<file path="src/rtl/router_reg_pkt_if.sv">
// Beat-level handshake between packet source, register stage and FIFO port.
interface router_reg_pkt_if #(
  parameter int DW = 8
);
  logic          pkt_valid;
  logic [DW-1:0] data_in;
  logic          busy;
  logic          fifo_full;
  logic [DW-1:0] dout;
  logic          dout_wr;

  modport master (
    output pkt_valid, data_in, fifo_full,
    input  busy, dout, dout_wr
  );

  modport slave (
    input  pkt_valid, data_in, fifo_full,
    output busy, dout, dout_wr
  );
endinterface

</file>
<file path="src/rtl/router_reg_pkt.sv">
// Packet register stage: hold queue, length/checksum check, packet counters.
module router_reg_pkt #(
  parameter int DW         = 8,
  parameter int ADDR_BITS  = 2,
  parameter int HOLD_DEPTH = 4,
  parameter int CHECK_MODE = 0
) (
  input  logic                 clock,
  input  logic                 reset,
  router_reg_pkt_if.slave      bus,
  output logic [ADDR_BITS-1:0] dest_addr,
  output logic                 parity_done,
  output logic                 parity_err,
  output logic                 len_err,
  output logic [7:0]           good_cnt,
  output logic [7:0]           err_cnt
);

  localparam int LW = DW - ADDR_BITS;
  localparam int CW = LW + 1;
  localparam int PW = $clog2(HOLD_DEPTH);
  localparam int QW = PW + 1;

  typedef enum logic [1:0] {
    IDLE,
    LOAD,
    DROP,
    DRAIN
  } state_e;

  state_e state_q, state_d;

  logic [DW-1:0]        mem [HOLD_DEPTH];
  logic [PW-1:0]        wp_q, wp_d, rp_q, rp_d;
  logic [QW-1:0]        cnt_q, cnt_d;
  logic [DW-1:0]        dout_q, dout_d;
  logic                 wr_q, wr_d;
  logic [ADDR_BITS-1:0] dest_q, dest_d;
  logic                 pd_q, pd_d;
  logic                 pe_q, pe_d;
  logic                 le_q, le_d;
  logic [7:0]           good_q, good_d;
  logic [7:0]           err_q, err_d;
  logic [DW-1:0]        acc_q, acc_d;
  logic [LW-1:0]        len_q, len_d;
  logic [CW-1:0]        pcnt_q, pcnt_d;

  logic          busy, push, pop, hdr_ok, bad;
  logic [DW-1:0] acc_nx;

  always_comb begin
    busy   = (state_q == DRAIN) || (cnt_q == QW'(HOLD_DEPTH));
    pop    = (cnt_q != '0) && !bus.fifo_full;
    hdr_ok = bus.data_in[ADDR_BITS-1:0] != '1;
    acc_nx = (CHECK_MODE == 1) ? acc_q + bus.data_in
                               : acc_q ^ bus.data_in;
    bad    = 1'b0;
    push   = 1'b0;
    state_d = state_q;
    dest_d  = dest_q;
    pd_d    = pd_q;
    pe_d    = pe_q;
    le_d    = le_q;
    good_d  = good_q;
    err_d   = err_q;
    acc_d   = acc_q;
    len_d   = len_q;
    pcnt_d  = pcnt_q;

    unique case (state_q)
      IDLE: begin
        if (!busy && bus.pkt_valid) begin
          if (hdr_ok) begin
            push    = 1'b1;
            state_d = LOAD;
            dest_d  = bus.data_in[ADDR_BITS-1:0];
            len_d   = bus.data_in[DW-1:ADDR_BITS];
            acc_d   = bus.data_in;
            pcnt_d  = '0;
            pd_d    = 1'b0;
            pe_d    = 1'b0;
            le_d    = 1'b0;
          end else begin
            state_d = DROP;
          end
        end
      end
      LOAD: begin
        if (!busy) begin
          push = 1'b1;
          if (bus.pkt_valid) begin
            acc_d = acc_nx;
            if (pcnt_q != '1) pcnt_d = pcnt_q + 1'b1;
          end else begin
            // check beat is forwarded too
            pd_d = 1'b1;
            pe_d = acc_q != bus.data_in;
            le_d = pcnt_q != CW'(len_q);
            bad  = pe_d || le_d;
            if (bad) err_d = err_q + 8'(err_q != 8'hFF);
            else     good_d = good_q + 8'(good_q != 8'hFF);
            state_d = DRAIN;
          end
        end
      end
      DROP: begin
        if (!busy && !bus.pkt_valid) state_d = IDLE;
      end
      DRAIN: begin
        if (cnt_q == '0 || (cnt_q == QW'(1) && pop)) state_d = IDLE;
      end
      default: state_d = IDLE;
    endcase

    wp_d   = push ? wp_q + 1'b1 : wp_q;
    rp_d   = pop  ? rp_q + 1'b1 : rp_q;
    dout_d = pop  ? mem[rp_q]   : dout_q;
    wr_d   = pop;
    cnt_d  = cnt_q + QW'(push) - QW'(pop);
  end

  always_ff @(posedge clock) begin
    if (push) mem[wp_q] <= bus.data_in;
  end

  always_ff @(posedge clock) begin
    if (reset) begin
      state_q <= IDLE;
      wp_q    <= '0;
      rp_q    <= '0;
      cnt_q   <= '0;
      dout_q  <= '0;
      wr_q    <= 1'b0;
      dest_q  <= '0;
      pd_q    <= 1'b0;
      pe_q    <= 1'b0;
      le_q    <= 1'b0;
      good_q  <= '0;
      err_q   <= '0;
      acc_q   <= '0;
      len_q   <= '0;
      pcnt_q  <= '0;
    end else begin
      state_q <= state_d;
      wp_q    <= wp_d;
      rp_q    <= rp_d;
      cnt_q   <= cnt_d;
      dout_q  <= dout_d;
      wr_q    <= wr_d;
      dest_q  <= dest_d;
      pd_q    <= pd_d;
      pe_q    <= pe_d;
      le_q    <= le_d;
      good_q  <= good_d;
      err_q   <= err_d;
      acc_q   <= acc_d;
      len_q   <= len_d;
      pcnt_q  <= pcnt_d;
    end
  end

  assign bus.busy    = busy;
  assign bus.dout    = dout_q;
  assign bus.dout_wr = wr_q;
  assign dest_addr   = dest_q;
  assign parity_done = pd_q;
  assign parity_err  = pe_q;
  assign len_err     = le_q;
  assign good_cnt    = good_q;
  assign err_cnt     = err_q;

endmodule
</file>
<file path="src/flat_wrapper.sv">
// flat-port wrapper written by rule: the top's interface ports become plain ports
module router_reg_pkt_flat 
#(
  parameter int DW         = 8,
  parameter int ADDR_BITS  = 2,
  parameter int HOLD_DEPTH = 4,
  parameter int CHECK_MODE = 0
)
  (clock, reset, dest_addr, parity_done, parity_err, len_err, good_cnt, err_cnt, bus_pkt_valid, bus_data_in, bus_fifo_full, bus_busy, bus_dout, bus_dout_wr);
  router_reg_pkt_if #(.DW(DW)) bus_i ();
  input  logic clock;
  input  logic reset;
  output logic [ADDR_BITS-1:0] dest_addr;
  output logic parity_done;
  output logic parity_err;
  output logic len_err;
  output logic [7:0] good_cnt;
  output logic [7:0] err_cnt;
  input wire logic [$bits(bus_i.pkt_valid)-1:0] bus_pkt_valid;
  input wire logic [$bits(bus_i.data_in)-1:0] bus_data_in;
  input wire logic [$bits(bus_i.fifo_full)-1:0] bus_fifo_full;
  output wire logic [$bits(bus_i.busy)-1:0] bus_busy;
  output wire logic [$bits(bus_i.dout)-1:0] bus_dout;
  output wire logic [$bits(bus_i.dout_wr)-1:0] bus_dout_wr;
  assign bus_i.pkt_valid = bus_pkt_valid;
  assign bus_i.data_in = bus_data_in;
  assign bus_i.fifo_full = bus_fifo_full;
  assign bus_busy = bus_i.busy;
  assign bus_dout = bus_i.dout;
  assign bus_dout_wr = bus_i.dout_wr;
  router_reg_pkt #(.DW(DW), .ADDR_BITS(ADDR_BITS), .HOLD_DEPTH(HOLD_DEPTH), .CHECK_MODE(CHECK_MODE)) u_core (.clock(clock), .reset(reset), .bus(bus_i), .dest_addr(dest_addr), .parity_done(parity_done), .parity_err(parity_err), .len_err(len_err), .good_cnt(good_cnt), .err_cnt(err_cnt));
endmodule
</file>
<file path="config.mk">
export PLATFORM = sky130hd
export DESIGN_NAME = router_reg_pkt_flat
export DESIGN_NICKNAME = d
export VERILOG_FILES = /design/src/rtl/router_reg_pkt_if.sv /design/src/rtl/router_reg_pkt.sv /design/src/flat_wrapper.sv
export SDC_FILE = /design/constraint.sdc
export NUM_CORES = 1
export LEC_CHECK = 0
export ABC_AREA = 1
export CORE_ASPECT_RATIO = 2
export CORE_MARGIN = 1.5
export CORE_UTILIZATION = 40
export DETAILED_ROUTE_END_ITERATION = 6
export DONT_BUFFER_PORTS = 1
export PLACE_DENSITY = 0.59
export SYNTH_ARGS = -nofsm -noshare
export SYNTH_HDL_FRONTEND = slang
export SYNTH_SLANG_ARGS = --single-unit
</file>
<file path="constraint.sdc">
create_clock -name clock -period 2.4 [get_ports clock]
set_clock_uncertainty 0.05 [all_clocks]
set_input_delay 0.24 -clock clock [delete_from_list [all_inputs] [get_ports clock]]
set_output_delay 0.24 -clock clock [all_outputs]
set_load 0.1 [all_outputs]
</file>
==> impl_metrics.yaml, run 1 <==
setup_path:
  crit_buf_inv: 4
  critPathTopFamily: "buffers and inverters"
  required_ns: 2.60
  path_class: "in -> reg"
  cpMostUsedCell: "nand2_1"
  cp-startpoint: "bus_data_in[0]"
  path_depth: 13
  crit_fanout: 9
  cp_slowest_cell: "dlygate4sd3_1"
  r2r_slack_ns: 0.32
  reg2regPathDepth: 8
  cp-start-kind: "input port"
  worstPathCellList: "dlygate4sd3_1 -> inv_1 -> nand2_1 -> nand2_1 -> nand2_1 -> nor2_1 -> nand2_1 -> inv_1 -> nand2_2 -> nand2_2 -> inv_1 -> nor2_1 -> nor2_1"
  r2r_start: "u_core.cnt_q[1]"
  crit_path_end: "u_core.err_cnt[1]"
  worst_r2r_endpoint: "u_core.pcnt_q[6]"
  critPathMaxStageDelay_ns: 0.67
  worstPathArrival_ns: 2.28
  end_kind: "flop"
layout:
  final_common_cell: "nand2_1"
  num-nets-final: 639
  stdcell_area_sq_um: 5250
  layout_common_cells: "nand2_1 (127), nor2_1 (79), inv_1 (71)"
  drive_above_1_share_pct: 11.9
  n_antenna_cell: 0
  synthToLayoutAreaGrowth_pct: 17.9
sta:
  finalSetupViolCount: 0
  min_period_over_period_pct: 86.9
  setup_tns_ns: 0
  maxSlewViolCount: 0
  hold_viol: 0
  fmax_mhz: 480
  min_period_ns: 2.08
  holdWs_ns: 0.0186
  slew_headroom_pct: 47.3
  grt_setup_unrepaired: "false"
  fin_ws_ns: 0.315
  tightestPinTransition_ns: 0.788
yosys:
  synth_cell_types: 30
  synth_area_leader_cell: "dfxtp_1"
  syn_area_per_cell_sq_um: 7.76
  ys_top_cells_by_area: "dfxtp_1 (27%), edfxtp_1 (22%), nand2_1 (11%), nor2_1 (6.7%), o21ai_0 (6.4%)"
  yosysWarnings: 0
  ys_seq_area_share_pct: 48.6
  synth_area_sq_um: 4450
  synth.top_cell.area_share_pct: 27.0
  syn_inst: 573
  syn-num-nets: 597
  ys_ff_latch: 92
grt:
  grt_pass1_wl_mm: 18.1
  grt_pass1_vias: 3810
  grt_max_degree: 24
  overflow: 0
  grt_usage_pct: 19.6
  antenna_found_initial: 0
clocking:
  clk_path_buf_depth: 2
  cts_tree: "built"
  htreeDepth: 3
  cts_buffers: 9
  clk_pin_slew_worst_paths_ns: 0.07
  worstSkewPairLatency_ns: 0.35
  cts_root_buf: "clkbuf_16"
  clock-sinks: 92
  cts_resized: 0
  post-cts-setup-buffers: 0
floorplan:
  start_util_pct: 40.9
  io_pins: 43
  num_rows: 54
  die_x_microns: 77.6
  core_sq_um: 10900
  fp.dieH_microns: 152
  die_area_sq_um: 11800
pwr:
  pwr-share-clk_pct: 24.6
  switching_power_uw: 2560
  peakVddDrop_uv: 612
  switching_share_pct: 43.5
  p_leak_uw: 0.00221
  p_comb_share_pct: 38.7
  pwr_density_cell_nw_per_um2: 1120
  pwr-share-seq_pct: 36.7
  p_int_uw: 3330
job:
  maxCapViolations: 0
placement:
  io_buffer_count: 0
  gp_congestion: 0.941
  place_ws_ns: 0.337
  place_area_sq_um: 4840
  hpwl_mm: 7.92
outcome:
  outcome: "finished, final reports clean"
detailed_routing:
  viasPerCell: 5.04
  drtIter0Drc: 242
  postRouteAntennaNets: 0
  drt-pass1-iter-count: 4
  wl_per_cell_microns: 14.3
  wirelength_mm: 10.9
  vias: 3834
  drc: 0
min_path:
  worstHoldPathType: "in -> reg"
-- Yosys cell counts --
library cell  count
a21oi_4           1
buf_2             4
nor2_1           79
buf_4             3
edfxtp_1         32
nand3_1          19
clkbuf_1          9
xor2_1            2
nand4_4           1
nand4_1          17
a21oi_1          43
inv_2             2
inv_1            71
clkinv_1          1
nor2_4            3
buf_6             2
buf_1             2
fa_1              1
nand2_2           4
nor3_1            2
a31oi_1           8
ha_1             11
o21ai_0          57
xnor2_1           6
dfxtp_1          60
o21a_1            1
nand2_1         127
nor3b_1           2
nor2_2            1
nand3b_1          2
-- state kept, by name, summed over array words and instances, names as in the netlist, 2 cells and up --
register,count
u_core.pcnt_q,7
u_core.bus.dout,8
u_core.state_q,2
u_core.rp_q,2
u_core.dest_addr,2
u_core.cnt_q,3
u_core.err_cnt,8
u_core.good_cnt,8
u_core.len_q,6
u_core.acc_q,8
u_core.mem,32
u_core.wp_q,2
-- stage by stage --
stage	total power [uW]	cells	utilization, %
floorplan	3980	573	-
global placement	4400	735	44.5
detailed placement	4460	735	44.5
CTS	5940	760	48.2
global route	6310	760	48.2
finish	5890	760	48.2
-- power by group through the flow --
stage               Sequential (uW)  Combinational, uW  Clock [uW]
detailed placement             2200               2260           0
global placement               2190               2210           0
finish                         2170               2280        1450
global route                   2210               2560        1540
CTS                            2170               2300        1480
floorplan                      2670               1310           0
-- how the worst min path moves through the flow --
stage	startpoint	end	slack, ns	cells after the start
global placement	reset	u_core.cnt_q[1]	0.26	1
finish	bus_data_in[1]	u_core.dest_addr[1]	0.02	2
floorplan	bus_data_in[0]	u_core.mem[0][0]	0.29	0
CTS	bus_data_in[1]	u_core.dest_addr[1]	0.02	2
detailed placement	reset	u_core.cnt_q[1]	0.26	1
global route	bus_data_in[1]	u_core.dest_addr[1]	0.03	2
-- worst register-to-register path, stage by stage, from the launching register on --
cell and delay (ns):
dfxtp_1 0.46, nor2_4 0.08, nand2_1 0.17, nand4_4 0.13, nand2_2 0.20, nand2_1 0.34, o21ai_0 0.41, nand2_1 0.09
nor2_1 0.09
-- cell families after synthesis --
family                   synth area share, %
XOR/XNOR                                1.57
AND/OR/NAND/NOR                         24.7
AO/OA/AOI/OAI                           12.9
flip-flops                              48.6
adder cells (fa/ha/maj)                 3.54
buffers and inverters                   8.63
-- repair_timing --
action                                  4_1_cts  5_1_grt
hold buffers                                  9        0
endpoints found under the setup margin        0        0
hold endpoints to repair                     51        0
-- routing by layer --
layer / up-vias / GRT usage [%] / share of wire [%]
li1: 1952 / - / -
met1: 1789 / 19.7 / 38
met2: 73 / 37.6 / 56
met3: 20 / 3.65 / 3.4
met4: 0 / 8.74 / 2.4
met5: - / 0 / 0
-- final cells by class --
| type | instances | area (sq um) |
|---|---|---|
| fillers | 1091 | 5630 |
| flip-flops and latches | 92 | 2170 |
| multi-input cells | 387 | 1900 |
| repair buffers | 51 | 405 |
| inverters | 74 | 278 |
| clock buffers | 9 | 225 |
| well taps | 140 | 175 |
| clock inverters | 7 | 91.3 |
No activity file was read; power rests on OpenSTA's default activity.
==> run 2, diff against run 1 <==
--- a/config.mk
+++ b/config.mk
@@ -7,11 +7,10 @@
 export LEC_CHECK = 0
 export ABC_AREA = 1
 export CORE_ASPECT_RATIO = 2
-export CORE_MARGIN = 1.5
 export CORE_UTILIZATION = 40
 export DETAILED_ROUTE_END_ITERATION = 6
 export DONT_BUFFER_PORTS = 1
-export PLACE_DENSITY = 0.59
+export PLACE_DENSITY = 0.64
 export SYNTH_ARGS = -nofsm -noshare
 export SYNTH_HDL_FRONTEND = slang
 export SYNTH_SLANG_ARGS = --single-unit
==> run 2 against run 1 <==
Net effect:
- routed wire length shrank 1.7%
- final area down 0.29%
- clock power is essentially flat
- clock-buffer cell count is the same
- largest power group unchanged
- global-route usage fell by 0.38 points
- worst hold slack lost 0.013 ns
- fmax increased by 1.5%
==> impl_metrics.yaml, run 2 (synthesized netlist as in run 1, its figures left out) <==
layout:
  num-nets-final: 637
  drive_above_1_share_pct: 11.7
  instances_no_fill: 758
  layout_common_cells: "nand2_1 (127), nor2_1 (79), inv_1 (71)"
  largest_register_ffs: 32
  largest_register: "u_core.mem"
  final_common_cell: "nand2_1"
  synthToLayoutAreaGrowth_pct: 17.5
  postLayoutCoreUtil_pct: 48.1
  n_fill_cell: 1057
  n_antenna_cell: 0
setup_path:
  worstPathCellList: "dlygate4sd3_1 -> inv_1 -> nand2_1 -> nand2_1 -> nand2_1 -> nor2_1 -> nand2_1 -> inv_1 -> nand2_2 -> nand2_2 -> inv_1 -> nor2_1 -> nor2_1"
  crit_fanout: 9
  cp-start-kind: "input port"
  r2r_slack_ns: 0.39
  cpMostUsedCell: "nand2_1"
  end_kind: "flop"
  path_class: "in -> reg"
  critPathMaxStageDelay_ns: 0.67
  required_ns: 2.59
  worst_r2r_endpoint: "u_core.cnt_q[2]"
  worstPathArrival_ns: 2.25
  r2r_start: "u_core.cnt_q[1]"
  cp_slowest_cell: "dlygate4sd3_1"
  reg2regPathDepth: 10
clocking:
  holdBufCountCts: 9
  cts_buffers: 9
  htreeDepth: 3
  clk_pin_slew_worst_paths_ns: 0.07
  cts_tree: "built"
  cts_resized: 0
  cts_root_buf: "clkbuf_16"
  clock-sinks: 92
  clk_path_buf_depth: 2
  post-cts-setup-buffers: 0
  worstSkewPairLatency_ns: 0.34
sta:
  min_period_ns: 2.05
  grt_setup_unrepaired: "false"
  setup_tns_ns: 0
  finalSetupViolCount: 0
  hold_viol: 0
  min_period_over_period_pct: 85.6
  slew_headroom_pct: 53.9
  maxSlewViolCount: 0
  fmax_mhz: 487
  tightestPinTransition_ns: 0.689
  fin_ws_ns: 0.346
floorplan:
  fp.dieH_microns: 151
  die_x_microns: 76.6
  core_sq_um: 10900
  die_area_sq_um: 11600
  io_pins: 43
  num_rows: 54
  start_util_pct: 40.9
placement:
  gp_congestion: 0.960
  hpwl_mm: 7.73
  place_ws_ns: 0.408
  dp_cells: 733
  io_buffer_count: 0
grt:
  grt_pass1_vias: 3625
  overflow: 0
  grt_pass1_wl_mm: 17.0
  antenna_found_initial: 0
  grt_usage_pct: 19.2
  grt_max_degree: 37
detailed_routing:
  viasPerCell: 5.07
  drc: 0
  postRouteAntennaNets: 0
  wl_per_cell_microns: 14.1
  drtIter0Drc: 173
  vias: 3842
  drt-pass1-iter-count: 4
  wirelength_mm: 10.7
pwr:
  p_leak_uw: 0.00220
  peakVddDrop_uv: 800
  pwr_density_cell_nw_per_um2: 1120
  power_uw: 5870
outcome:
  outcome: "finished, final reports clean"
min_path:
  hold_path.startpoint: "reset"
  min_to: "u_core.state_q[1]"
  min_delay_path_depth: 2
  worstHoldPathType: "in -> reg"
job:
  maxCapViolations: 0
## run 2: final cells by class
type | instances | area, sq um | area share (%)
sequential | 92 | 2170 | 41.4
multi-input combinational | 387 | 1900 | 36.4
timing repair buffer | 49 | 390 | 7.46
inverter | 74 | 278 | 5.31
clock buffer | 9 | 225 | 4.31
tap | 140 | 175 | 3.35
clock inverter | 7 | 91.3 | 1.75
## run 2: layer usage
layer,vias up,wire [microns],part of all wire (%),GRT usage (%)
met2,80,5950,56,38.0
met3,19,525,4.9,4.76
met1,1800,3930,37,18.1
met5,-,0,0,0
li1,1943,-,-,-
met4,0,298,2.8,8.85
## run 2: worst max path at each step
stage                            from           endpoint  slack, ns
floorplan           u_core.err_cnt[4]  u_core.err_cnt[4]      0.007
global placement      u_core.cnt_q[1]   u_core.pcnt_q[6]       0.41
detailed placement    u_core.cnt_q[1]   u_core.pcnt_q[6]       0.41
CTS                    bus_data_in[0]  u_core.err_cnt[1]       0.35
global route           bus_data_in[0]  u_core.err_cnt[1]       0.18
finish                 bus_data_in[0]  u_core.err_cnt[1]       0.35
## run 2: metrics by stage
step | cell area, sq um | hold WS, ns
floorplan | 4450 | 0.289
global placement | 4820 | 0.261
detailed placement | 4820 | 0.264
CTS | 5230 | 0.00177
global route | 5230 | 0.00496
finish | 5230 | 0.00527
## run 2: report_power, final
group	switching [uW]	internal (uW)
clock network	676	747
registers	196	1980
logic	1670	603
## run 2: worst max-delay path: cells and delay by family
family | cells | cell delay, ns
buffers and inverters | 4 | 1.07
and+or+nand+nor | 9 | 0.93
